`config.mk`:
```
export PLATFORM = sky130hd
export DESIGN_NAME = chained_zero_detect
export DESIGN_NICKNAME = d
export VERILOG_FILES = /design/src/rtl/chained_zero_detect_pkg.sv /design/src/rtl/chained_zero_detect_word_flags.sv /design/src/rtl/chained_zero_detect.sv
export SDC_FILE = /design/constraint.sdc
export NUM_CORES = 1
export LEC_CHECK = 0
export BUFFER_PORTS_ARGS = -buffer_cell sky130_fd_sc_hd__buf_4
export CORE_AREA = 4 4 41 43
export CTS_BUF_LIST = sky130_fd_sc_hd__clkbuf_4 sky130_fd_sc_hd__clkbuf_8
export CTS_CLUSTER_DIAMETER = 120
export CTS_CLUSTER_SIZE = 28
export DETAILED_ROUTE_END_ITERATION = 8
export DIE_AREA = 0 0 45 47
export PLACE_DENSITY = 0.81
export REMOVE_ABC_BUFFERS = 1
export SKIP_LAST_GASP = 1
export SYNTH_ARGS = -nofsm -noshare
export SYNTH_HDL_FRONTEND = slang
export SYNTH_SLANG_ARGS = --single-unit
```
`constraint.sdc`:
```
create_clock -name clk -period 1.3 [get_ports clk]
set_input_delay 0.26 -clock clk [delete_from_list [all_inputs] [get_ports clk]]
set_output_delay 0.26 -clock clk [all_outputs]
set_load 0.05 [all_outputs]
```
`src/rtl/chained_zero_detect_pkg.sv`:
```
// Shared state encodings and width helpers for the chained zero detector.
package chained_zero_detect_pkg;

    typedef enum logic [0:0] {
        COLLECT = 1'b0,
        RESULT  = 1'b1
    } state_t;

    // Width of a word index; a single-word operand still gets a 1-bit index.
    function automatic int idx_w(input int n);
        return (n > 1) ? $clog2(n) : 1;
    endfunction

    // Width of a beat count that can hold 0..n inclusive.
    function automatic int cnt_w(input int n);
        return $clog2(n + 1);
    endfunction

endpackage

```
`src/rtl/chained_zero_detect_word_flags.sv`:
```
// Per-word zero / all-ones flags, purely combinational.
module chained_zero_detect_word_flags #(
    parameter int WIDTH = 16
) (
    input  logic [WIDTH-1:0] word,
    output logic             is_zero,
    output logic             is_ones
);

    assign is_zero = ~|word;
    assign is_ones = &word;

endmodule

```
`src/rtl/chained_zero_detect.sv`:
```
// Multi-beat zero/ones detector: accumulates flags over up to NWORDS words
// and presents one registered result per operand with output backpressure.
module chained_zero_detect
    import chained_zero_detect_pkg::*;
#(
    parameter  int WIDTH  = 16,
    parameter  int NWORDS = 4,
    localparam int IW     = idx_w(NWORDS),
    localparam int BW     = cnt_w(NWORDS)
) (
    input  logic             clk,
    input  logic             rst,
    input  logic             in_valid,
    output logic             in_ready,
    input  logic [WIDTH-1:0] in_data,
    input  logic             in_last,
    output logic             out_valid,
    input  logic             out_ready,
    output logic             zero,
    output logic             ones,
    output logic [IW-1:0]    nz_first,
    output logic [BW-1:0]    beats
);

    state_t        state_q, state_d;
    logic          zero_acc, ones_acc, found;
    logic [IW-1:0] nz_q;
    logic [BW-1:0] cnt;
    logic          w_zero, w_ones;
    logic          accept, last_beat;

    chained_zero_detect_word_flags #(.WIDTH(WIDTH)) u_flags (
        .word    (in_data),
        .is_zero (w_zero),
        .is_ones (w_ones)
    );

    assign accept    = in_valid && in_ready;
    assign last_beat = (cnt == BW'(NWORDS - 1)) || in_last;

    always_comb begin
        state_d   = state_q;
        in_ready  = 1'b0;
        out_valid = 1'b0;
        case (state_q)
            COLLECT: begin
                in_ready = !rst;
                if (accept && last_beat)
                    state_d = RESULT;
            end
            RESULT: begin
                out_valid = 1'b1;
                if (out_ready)
                    state_d = COLLECT;
            end
            default: state_d = COLLECT;
        endcase
    end

    // Accumulators clear on the result handshake so the next operand can
    // start on the very next cycle.
    always_ff @(posedge clk) begin
        if (rst) begin
            state_q  <= COLLECT;
            zero_acc <= 1'b1;
            ones_acc <= 1'b1;
            found    <= 1'b0;
            nz_q     <= '0;
            cnt      <= '0;
        end else begin
            state_q <= state_d;
            if (accept) begin
                zero_acc <= zero_acc & w_zero;
                ones_acc <= ones_acc & w_ones;
                if (!w_zero && !found) begin
                    nz_q  <= IW'(cnt);
                    found <= 1'b1;
                end
                cnt <= cnt + BW'(1);
            end else if (state_q == RESULT && out_ready) begin
                zero_acc <= 1'b1;
                ones_acc <= 1'b1;
                found    <= 1'b0;
                nz_q     <= '0;
                cnt      <= '0;
            end
        end
    end

    assign zero     = zero_acc;
    assign ones     = ones_acc;
    assign nz_first = nz_q;
    assign beats    = cnt;

endmodule

```
==> results of run 1 <==
==> synthesized netlist by cell type, drive strengths merged <==
| cell | count | area share [%] |
|---|---|---|
| nor3b | 2 | 3.1 |
| o22ai | 1 | 1.3 |
| mux2 | 3 | 8.7 |
| nand4b | 1 | 1.8 |
| dfxtp | 9 | 38 |
| nand4 | 5 | 6.6 |
| nor4 | 5 | 6.6 |
| ha | 2 | 5.2 |
| a31oi | 2 | 2.6 |
| nand3 | 2 | 2.1 |
| and2 | 1 | 1.6 |
| nor2 | 6 | 6.3 |
| buf | 2 | 3.9 |
| nand2b | 1 | 1.3 |
| nand2 | 3 | 2.9 |
| or2 | 1 | 1.3 |
| a21oi | 2 | 2.1 |
| or3b | 1 | 1.8 |
| o21ai | 2 | 2.1 |
| inv | 1 | 0.79 |
==> through the flow <==
| stage | TNS [ns] | power, W | cells | setup slack (ns) | cell area, um2 |
|---|---|---|---|---|---|
| finish | 0 | 0.000764 | 106 | 0.0170 | 803 |
| global route | -0.0349 | 0.000809 | 106 | -0.0288 | 803 |
| CTS | 0 | 0.000770 | 104 | 0.00690 | 783 |
| detailed placement | -0.260 | 0.000521 | 100 | -0.115 | 739 |
| global placement | -0.246 | 0.000516 | 100 | -0.109 | 739 |
| floorplan | -2.36 | 0.000412 | 50 | -0.553 | 458 |
==> power by group through the flow <==
stage	Sequential [W]	Combinational (W)	Clock (W)
floorplan	0.000359	0.0000529	0
global placement	0.000309	0.000207	0
detailed placement	0.000309	0.000212	0
CTS	0.000303	0.000219	0.000248
global route	0.000307	0.000243	0.000260
finish	0.000304	0.000226	0.000234
==> worst max-delay path: stages (launching register included) <==
cell     delay, ns
dfxtp_2       0.32
or3b_4        0.39
nor2_4        0.09
nand2_2       0.08
mux2_4        0.30
==> cells in the final DEF, fill, tap and decap left out, drive strengths merged <==
cell,Yosys,layout
a31oi,2,2
or2,1,1
a21oi,2,2
o22ai,1,1
nand2,3,3
nand4b,1,1
buf,2,37
nand2b,1,1
o21ai,2,2
nand3,2,2
ha,2,2
nand4,5,5
dfxtp,9,9
nor3b,2,2
clkbuf,0,4
nor2,6,6
nor4,5,5
mux2,3,3
and2,1,1
inv,1,1
or3b,1,1
==> sequential cells by signal, summed over array words and instances, names as in the netlist <==
name,flops
found,1
zero,1
beats,3
ones,1
state_q,1
nz_first,2
==> path summary, 6_finish.rpt <==
path | end | start | slack [ns]
setup / recovery | nz_first[1] | state_q | 0.02
hold / removal | state_q | out_ready | 0.29
setup reg to reg | nz_first[1] | state_q | 0.02
hold reg to reg | ones | ones | 0.48
==> layout make-up <==
class                   count  area share (%)
clock buffers               4            3.74
inverters                   1           0.467
multi-input cells          40            35.4
flip-flops and latches      9            22.6
well taps                  15            2.34
repair buffers             37            35.5
==> repair_timing <==
action,in CTS,in global routing
pin swaps,1,1
resized for setup,4,2
setup endpoints to repair,3,3
gates cloned,0,0
buffers inserted,0,2
==> metal layers <==
metal	GRT usage, %	up-vias	routed length, um	part of all wire (%)
met4	8.77	0	0	0
met5	0	-	0	0
met1	14.7	246	569	41
li1	-	274	-	-
met2	25.1	26	671	49
met3	4.98	0	142	10
==> cell families after synthesis <==
group	synth area share [%]
simple gates	35.4
buf+inv	4.72
flops	37.8
compound gates	8.14
mux	8.66
fa+ha+maj	5.25
==> flow_metrics.env, run 1 <==
export IMPL_yosys_warnings=0
export IMPL_routed_wl_um=1380
export IMPL_vias=546
export IMPL_drtAntennaViolNets=0
export IMPL_core_um2=1300
export IMPL_wire_per_inst_um=13.0
export IMPL_syn_area_um2=477
export IMPL_final_util_pct=61.7
export IMPL_setup_viol=0
export IMPL_cts_tree="yes"
export IMPL_remaining_drc_errors=0
export IMPL_seqCellArea_um2=181
export IMPL_outcome="complete, no violations"
export IMPL_final_nets=115
export IMPL_cts_sinks=9
export IMPL_ios=30
export IMPL_synth_cell_types=24
export IMPL_dr_pass1_iters=4
export IMPL_grt_usage_pct=14.3
export IMPL_crit_type="reg2reg"
export IMPL_fmax_mhz=779
export IMPL_cp_max_fo=3
export IMPL_dpl_hpwl_um=1090
export IMPL_clkTransAtPathRegs_ns=0.06
export IMPL_fin_worst_skew_ns=0.00220
export IMPL_p_leak_nw=0.360
export IMPL_max_slew_worst_pin_slew_ns=0.279
export IMPL_vias_per_cell=5.15
export IMPL_port_buffers=29
export IMPL_gp_congestion=0.752
export IMPL_synthToLayoutAreaGrowth_pct=68.5
export IMPL_hold_path_class="in2reg"
export IMPL_fillCellCount=124
export IMPL_crit_path_end_kind="flip-flop"
export IMPL_num_rows=13
export IMPL_multi_input_area_um2=284
export IMPL_start_util_pct=36.6
export IMPL_drive_gt1_share_pct=56.0
export IMPL_hold_depth=3
export IMPL_yosysSeqAreaShare_pct=37.8
export IMPL_worst_skew_pair_late_latency_ns=0.26
export IMPL_grt_pass1_wl_um=2140
export IMPL_antenna_cells=0
export IMPL_first_iter_violations=6
export IMPL_grt_pass1_vias=520
export IMPL_power_frac_seq_pct=39.8
export IMPL_cts_max_level=1
export IMPL_hold_ws_ns=0.289
export IMPL_relSlewSlack_pct=81.2
export IMPL_cp_required_ns=1.45
export IMPL_comb_power_share_pct=29.6
export IMPL_root_buffer="clkbuf_4"
export IMPL_cts_hold_buf=0
export IMPL_rsz0062_at_grt="true"
export IMPL_die_w_um=45
export IMPL_intPower_w=0.000540
export IMPL_hold_viol=0
export IMPL_rr_worst_depth=4
export IMPL_cts_inserted_buffers=3
export IMPL_period_share_pct=98.7
export IMPL_cellPowerDensity_nw_per_um2=951
export IMPL_slew_viol_final=0
export IMPL_synth_seq_cells=9
export IMPL_syn_instance_count=52
export IMPL_pwr_share_clk_pct=30.7
export IMPL_crit_arrival_ns=1.43
export IMPL_antenna_found_initial=0
export IMPL_grt_max_degree=11
export IMPL_cp_start_kind="flip-flop"
export IMPL_gr_total_overflow=0
export IMPL_power_switching_w=0.000224
export IMPL_clockBufferDepth=2
export IMPL_finalCriticalPeriod_ns=1.28
export IMPL_drv_cap=0
export IMPL_netSwitchingFraction_pct=29.3
export IMPL_die_area_um2=2120
export IMPL_die_h_um=47
export IMPL_vdd_ir_drop_max_mv=0.500
export IMPL_syn_avg_cell_area_um2=9.17
Note: power is estimated with default switching activity, not from simulation.
==> run 2: changes to the inputs <==
BUFFER_PORTS_ARGS = default   (was -buffer_cell sky130_fd_sc_hd__buf_4)
DONT_BUFFER_PORTS = 1   (was default)
PLACE_DENSITY = 0.61   (was 0.81)
==> flow_metrics.env, run 2 (synthesized netlist as in run 1, its figures left out) <==
export IMPL_final_area_um2=606
export IMPL_port_buffers=0
export IMPL_power_switching_w=0.000202
export IMPL_core_um2=1300
export IMPL_vdd_ir_drop_max_mv=0.582
export IMPL_intPower_w=0.000490
export IMPL_wire_per_inst_um=13.8
export IMPL_die_w_um=45
export IMPL_worst_skew_pair_late_latency_ns=0.27
export IMPL_grt_usage_pct=12.1
export IMPL_antenna_found_initial=0
export IMPL_tns_ns=0
export IMPL_drive_gt1_share_pct=37.5
export IMPL_clockBufferDepth=2
export IMPL_crit_slowest_cell="or3b_4"
export IMPL_hold_ws_ns=0.0471
export IMPL_rsz0062_at_grt="true"
export IMPL_critPathMaxStageDelay_ns=0.39
export IMPL_largest_register_ffs=3
export IMPL_dpl_hpwl_um=873
export IMPL_antenna_cells=0
export IMPL_final_nets=88
export IMPL_cts_hold_buf=0
export IMPL_period_share_pct=99.4
export IMPL_num_rows=13
export IMPL_pwr_share_clk_pct=34.6
export IMPL_drtAntennaViolNets=0
export IMPL_finalCriticalPeriod_ns=1.29
export IMPL_grt_pass1_wl_um=1710
export IMPL_crit_type="reg2reg"
export IMPL_routed_wl_um=1090
export IMPL_fin_worst_skew_ns=0.00505
export IMPL_grt_pass1_vias=379
export IMPL_gp_congestion=0.667
export IMPL_start_util_pct=36.6
export IMPL_grt_max_degree=12
export IMPL_die_area_um2=2120
export IMPL_cts_sinks=9
export IMPL_cp_max_fo=3
export IMPL_cellPowerDensity_nw_per_um2=1140
export IMPL_fmax_mhz=774
export IMPL_die_h_um=47
export IMPL_finalNonFillerCells=79
export IMPL_vias_per_cell=5.34
export IMPL_hold_viol=0
export IMPL_drv_cap=0
export IMPL_cts_max_level=1
export IMPL_hold_path_class="in2reg"
export IMPL_root_buffer="clkbuf_4"
export IMPL_placed_area_um2=572
export IMPL_cp_required_ns=1.45
export IMPL_synthToLayoutAreaGrowth_pct=27.0
export IMPL_comb_power_share_pct=20.5
export IMPL_remaining_drc_errors=0
export IMPL_gr_total_overflow=0
export IMPL_max_slew_worst_pin_slew_ns=0.517
export IMPL_outcome="complete, no violations"
export IMPL_ios=30
export IMPL_placed_cells=76
export IMPL_cp_start_kind="flip-flop"
export IMPL_clkTransAtPathRegs_ns=0.06
export IMPL_cts_tree="yes"
export IMPL_total_power_w=0.000692
export IMPL_crit_arrival_ns=1.45
export IMPL_p_leak_nw=0.234
export IMPL_first_iter_violations=1
export IMPL_netSwitchingFraction_pct=29.2
export IMPL_relSlewSlack_pct=65.5
export IMPL_setup_viol=0
export IMPL_slew_viol_final=0
export IMPL_vias=422
export IMPL_layout_commonest_cell="buf_4"
export IMPL_dr_pass1_iters=3
export IMPL_power_frac_seq_pct=44.9
export IMPL_layout_common_cells="buf_4 (9), dfxtp_1 (8), nand4_1 (5), nor4_1 (5)"
export IMPL_crit_path_end_kind="flip-flop"
export IMPL_path_cells="or3b_4 -> nor2_4 -> nand2_2 -> mux2_4"
export IMPL_cts_inserted_buffers=3
## run 2: area by class of cell
| class | count | area (um2) |
|---|---|---|
| sequential | 9 | 181 |
| clock buffer | 4 | 30.0 |
| timing repair buffer | 10 | 87.6 |
| fill | 136 | 696 |
| multi-input combinational | 40 | 284 |
| tap | 15 | 18.8 |
| inverter | 1 | 3.75 |
## run 2: layer usage
| layer | vias to the layer above | GRT usage (%) | share of wire [%] |
|---|---|---|---|
| met5 | - | 0 | 0 |
| met4 | 0 | 7.02 | 1.6 |
| met3 | 3 | 8.43 | 9.5 |
| met2 | 14 | 18.4 | 49 |
| met1 | 183 | 12.2 | 39 |
| li1 | 222 | - | - |
## run 2: worst max-delay path: cells and delay by family (launching register included)
family        cells  cell delay [ns]
mux               1             0.30
flops             1             0.32
simple gates      3             0.56
## run 2: final timing paths
kind | from | to | slack (ns) | cells past startpoint
worst max-delay path | state_q | nz_first[0] | 0.008 | 4
worst min-delay path | rst | state_q | 0.05 | 1
worst max register to register | state_q | nz_first[0] | 0.008 | 4
worst min register to register | found | found | 0.49 | 2
## run 2: what timing repair did
action | 4_1_cts | 5_1_grt
pin swaps | 2 | 0
resized for setup | 3 | 1
setup endpoints to repair | 3 | 3
setup buffers | 0 | 0
## run 2: per-stage QoR
step                      setup WS (ns)  util, %
after floorplan                  -0.553        -
after global placement        0.0000644     43.9
after detailed placement        -0.0232     43.9
after CTS                        0.0123     46.4
after global routing            -0.0432     46.5
final                           0.00791     46.5
## run 2: power by group through the flow
stage / registers [W] / clock network, W / logic [W]
final: 0.000310 / 0.000240 / 0.000142
after detailed placement: 0.000316 / 0 / 0.000142
after CTS: 0.000310 / 0.000252 / 0.000143
after floorplan: 0.000359 / 0 / 0.0000529
after global routing: 0.000312 / 0.000269 / 0.000152
after global placement: 0.000316 / 0 / 0.000142
==> run 3: changes to the inputs <==
PLACE_DENSITY = 0.56   (was 0.61)
==> flow_metrics.env, run 3 (synthesized netlist as in run 1, its figures left out) <==
export IMPL_antenna_cells=0
export IMPL_rsz0062_at_grt="true"
export IMPL_drtAntennaViolNets=0
export IMPL_hold_path_class="in2reg"
export IMPL_p_leak_nw=0.234
export IMPL_grt_pass1_wl_um=2010
export IMPL_grt_max_degree=12
export IMPL_gp_congestion=0.707
export IMPL_fmax_mhz=775
export IMPL_die_h_um=47
export IMPL_worst_skew_pair_late_latency_ns=0.26
export IMPL_crit_path_end_kind="flip-flop"
export IMPL_total_power_w=0.000691
export IMPL_layout_common_cells="buf_4 (9), dfxtp_1 (8), nand4_1 (5), nor4_1 (5)"
export IMPL_max_slew_worst_pin_slew_ns=0.514
export IMPL_drv_cap=0
export IMPL_relSlewSlack_pct=65.7
export IMPL_crit_arrival_ns=1.44
export IMPL_antenna_found_initial=0
export IMPL_layout_commonest_cell="buf_4"
export IMPL_clockBufferDepth=2
export IMPL_cellPowerDensity_nw_per_um2=1140
export IMPL_first_iter_violations=5
export IMPL_grt_usage_pct=14.1
export IMPL_hold_ws_ns=0.0548
export IMPL_die_area_um2=2120
export IMPL_final_nets=88
export IMPL_clkTransAtPathRegs_ns=0.06
export IMPL_dr_pass1_iters=4
export IMPL_drive_gt1_share_pct=37.5
export IMPL_remaining_drc_errors=0
export IMPL_period_share_pct=99.3
export IMPL_slew_viol_final=0
export IMPL_cp_start_kind="flip-flop"
export IMPL_cts_hold_buf=0
export IMPL_port_buffers=0
export IMPL_start_util_pct=36.6
export IMPL_cp_max_fo=3
export IMPL_hold_viol=0
export IMPL_vias_per_cell=5.61
export IMPL_cts_sinks=9
export IMPL_num_rows=13
export IMPL_wire_per_inst_um=14.8
export IMPL_outcome="complete, no violations"
export IMPL_cts_inserted_buffers=3
export IMPL_synthToLayoutAreaGrowth_pct=27.0
export IMPL_largest_register_ffs=3
export IMPL_root_buffer="clkbuf_4"
export IMPL_cts_setup_buffers=0
export IMPL_crit_type="reg2reg"
export IMPL_cts_tree="yes"
export IMPL_setup_viol=0
export IMPL_core_um2=1300
export IMPL_die_w_um=45
export IMPL_gr_total_overflow=0
export IMPL_routed_wl_um=1170
export IMPL_grt_pass1_vias=464
export IMPL_fin_worst_skew_ns=0.000637
export IMPL_finalCriticalPeriod_ns=1.29
export IMPL_vdd_ir_drop_max_mv=0.747
export IMPL_cp_required_ns=1.45
export IMPL_dpl_hpwl_um=952
export IMPL_vias=443
export IMPL_cts_max_level=1
export IMPL_ios=30
[run 3: area by class of cell]
class                           count  area, um2
Fill cell                         139        696
Multi-Input combinational cell     40        284
Sequential cell                     9        181
Timing Repair Buffer               10       87.6
Clock buffer                        4       30.0
Tap cell                           15       18.8
Inverter                            1       3.75
[run 3: metrics by stage]
| step | std cells | util (%) | setup WS, ns | cell area [um2] | setup TNS, ns |
|---|---|---|---|---|---|
| 2_1_floorplan | 50 | - | -0.553 | 458 | -2.36 |
| 3_3_place_gp | 76 | 43.9 | -0.000101 | 572 | -0.000101 |
| 3_5_place_dp | 76 | 43.9 | -0.0300 | 572 | -0.0579 |
| 4_1_cts | 79 | 46.4 | -0.00446 | 604 | -0.00446 |
| 5_1_grt | 79 | 46.5 | -0.0433 | 606 | -0.120 |
| 6_report | 79 | 46.5 | 0.00954 | 606 | 0 |
[run 3: path summary, 6_finish.rpt]
| path | end | cells after the start | slack, ns | startpoint |
|---|---|---|---|---|
| max reg2reg | nz_first[1] | 4 | 0.01 | state_q |
| min | state_q | 1 | 0.05 | rst |
| max | nz_first[1] | 4 | 0.01 | state_q |
| min reg2reg | found | 2 | 0.50 | found |
[run 3: critical path, stage by stage, from the launching register on]
cell and delay, ns:
dfxtp_2 0.32, or3b_4 0.39, nor2_4 0.09, nand2_2 0.08
mux2_4 0.30
[run 3: report_power, final]
part	switching [W]	internal (W)	total, W
logic	0.0000856	0.0000580	0.000144
clock network	0.0000979	0.000139	0.000237
registers	0.0000177	0.000293	0.000310
total	0.000201	0.000490	0.000691
[run 3: per-layer routing]
layer / vias up / part of all wire (%) / global-route usage [%]
li1: 222 / - / -
met1: 203 / 34 / 14.1
met2: 13 / 54 / 23.2
met3: 5 / 9.7 / 8.81
met4: 0 / 1.6 / 7.02
met5: - / 0 / 0
[run 3: timing repair]
item / in CTS / in global routing
setup endpoints to repair: 3 / 3
gates cloned: 0 / 0
resized for setup: 3 / 1
pin swaps: 1 / 1
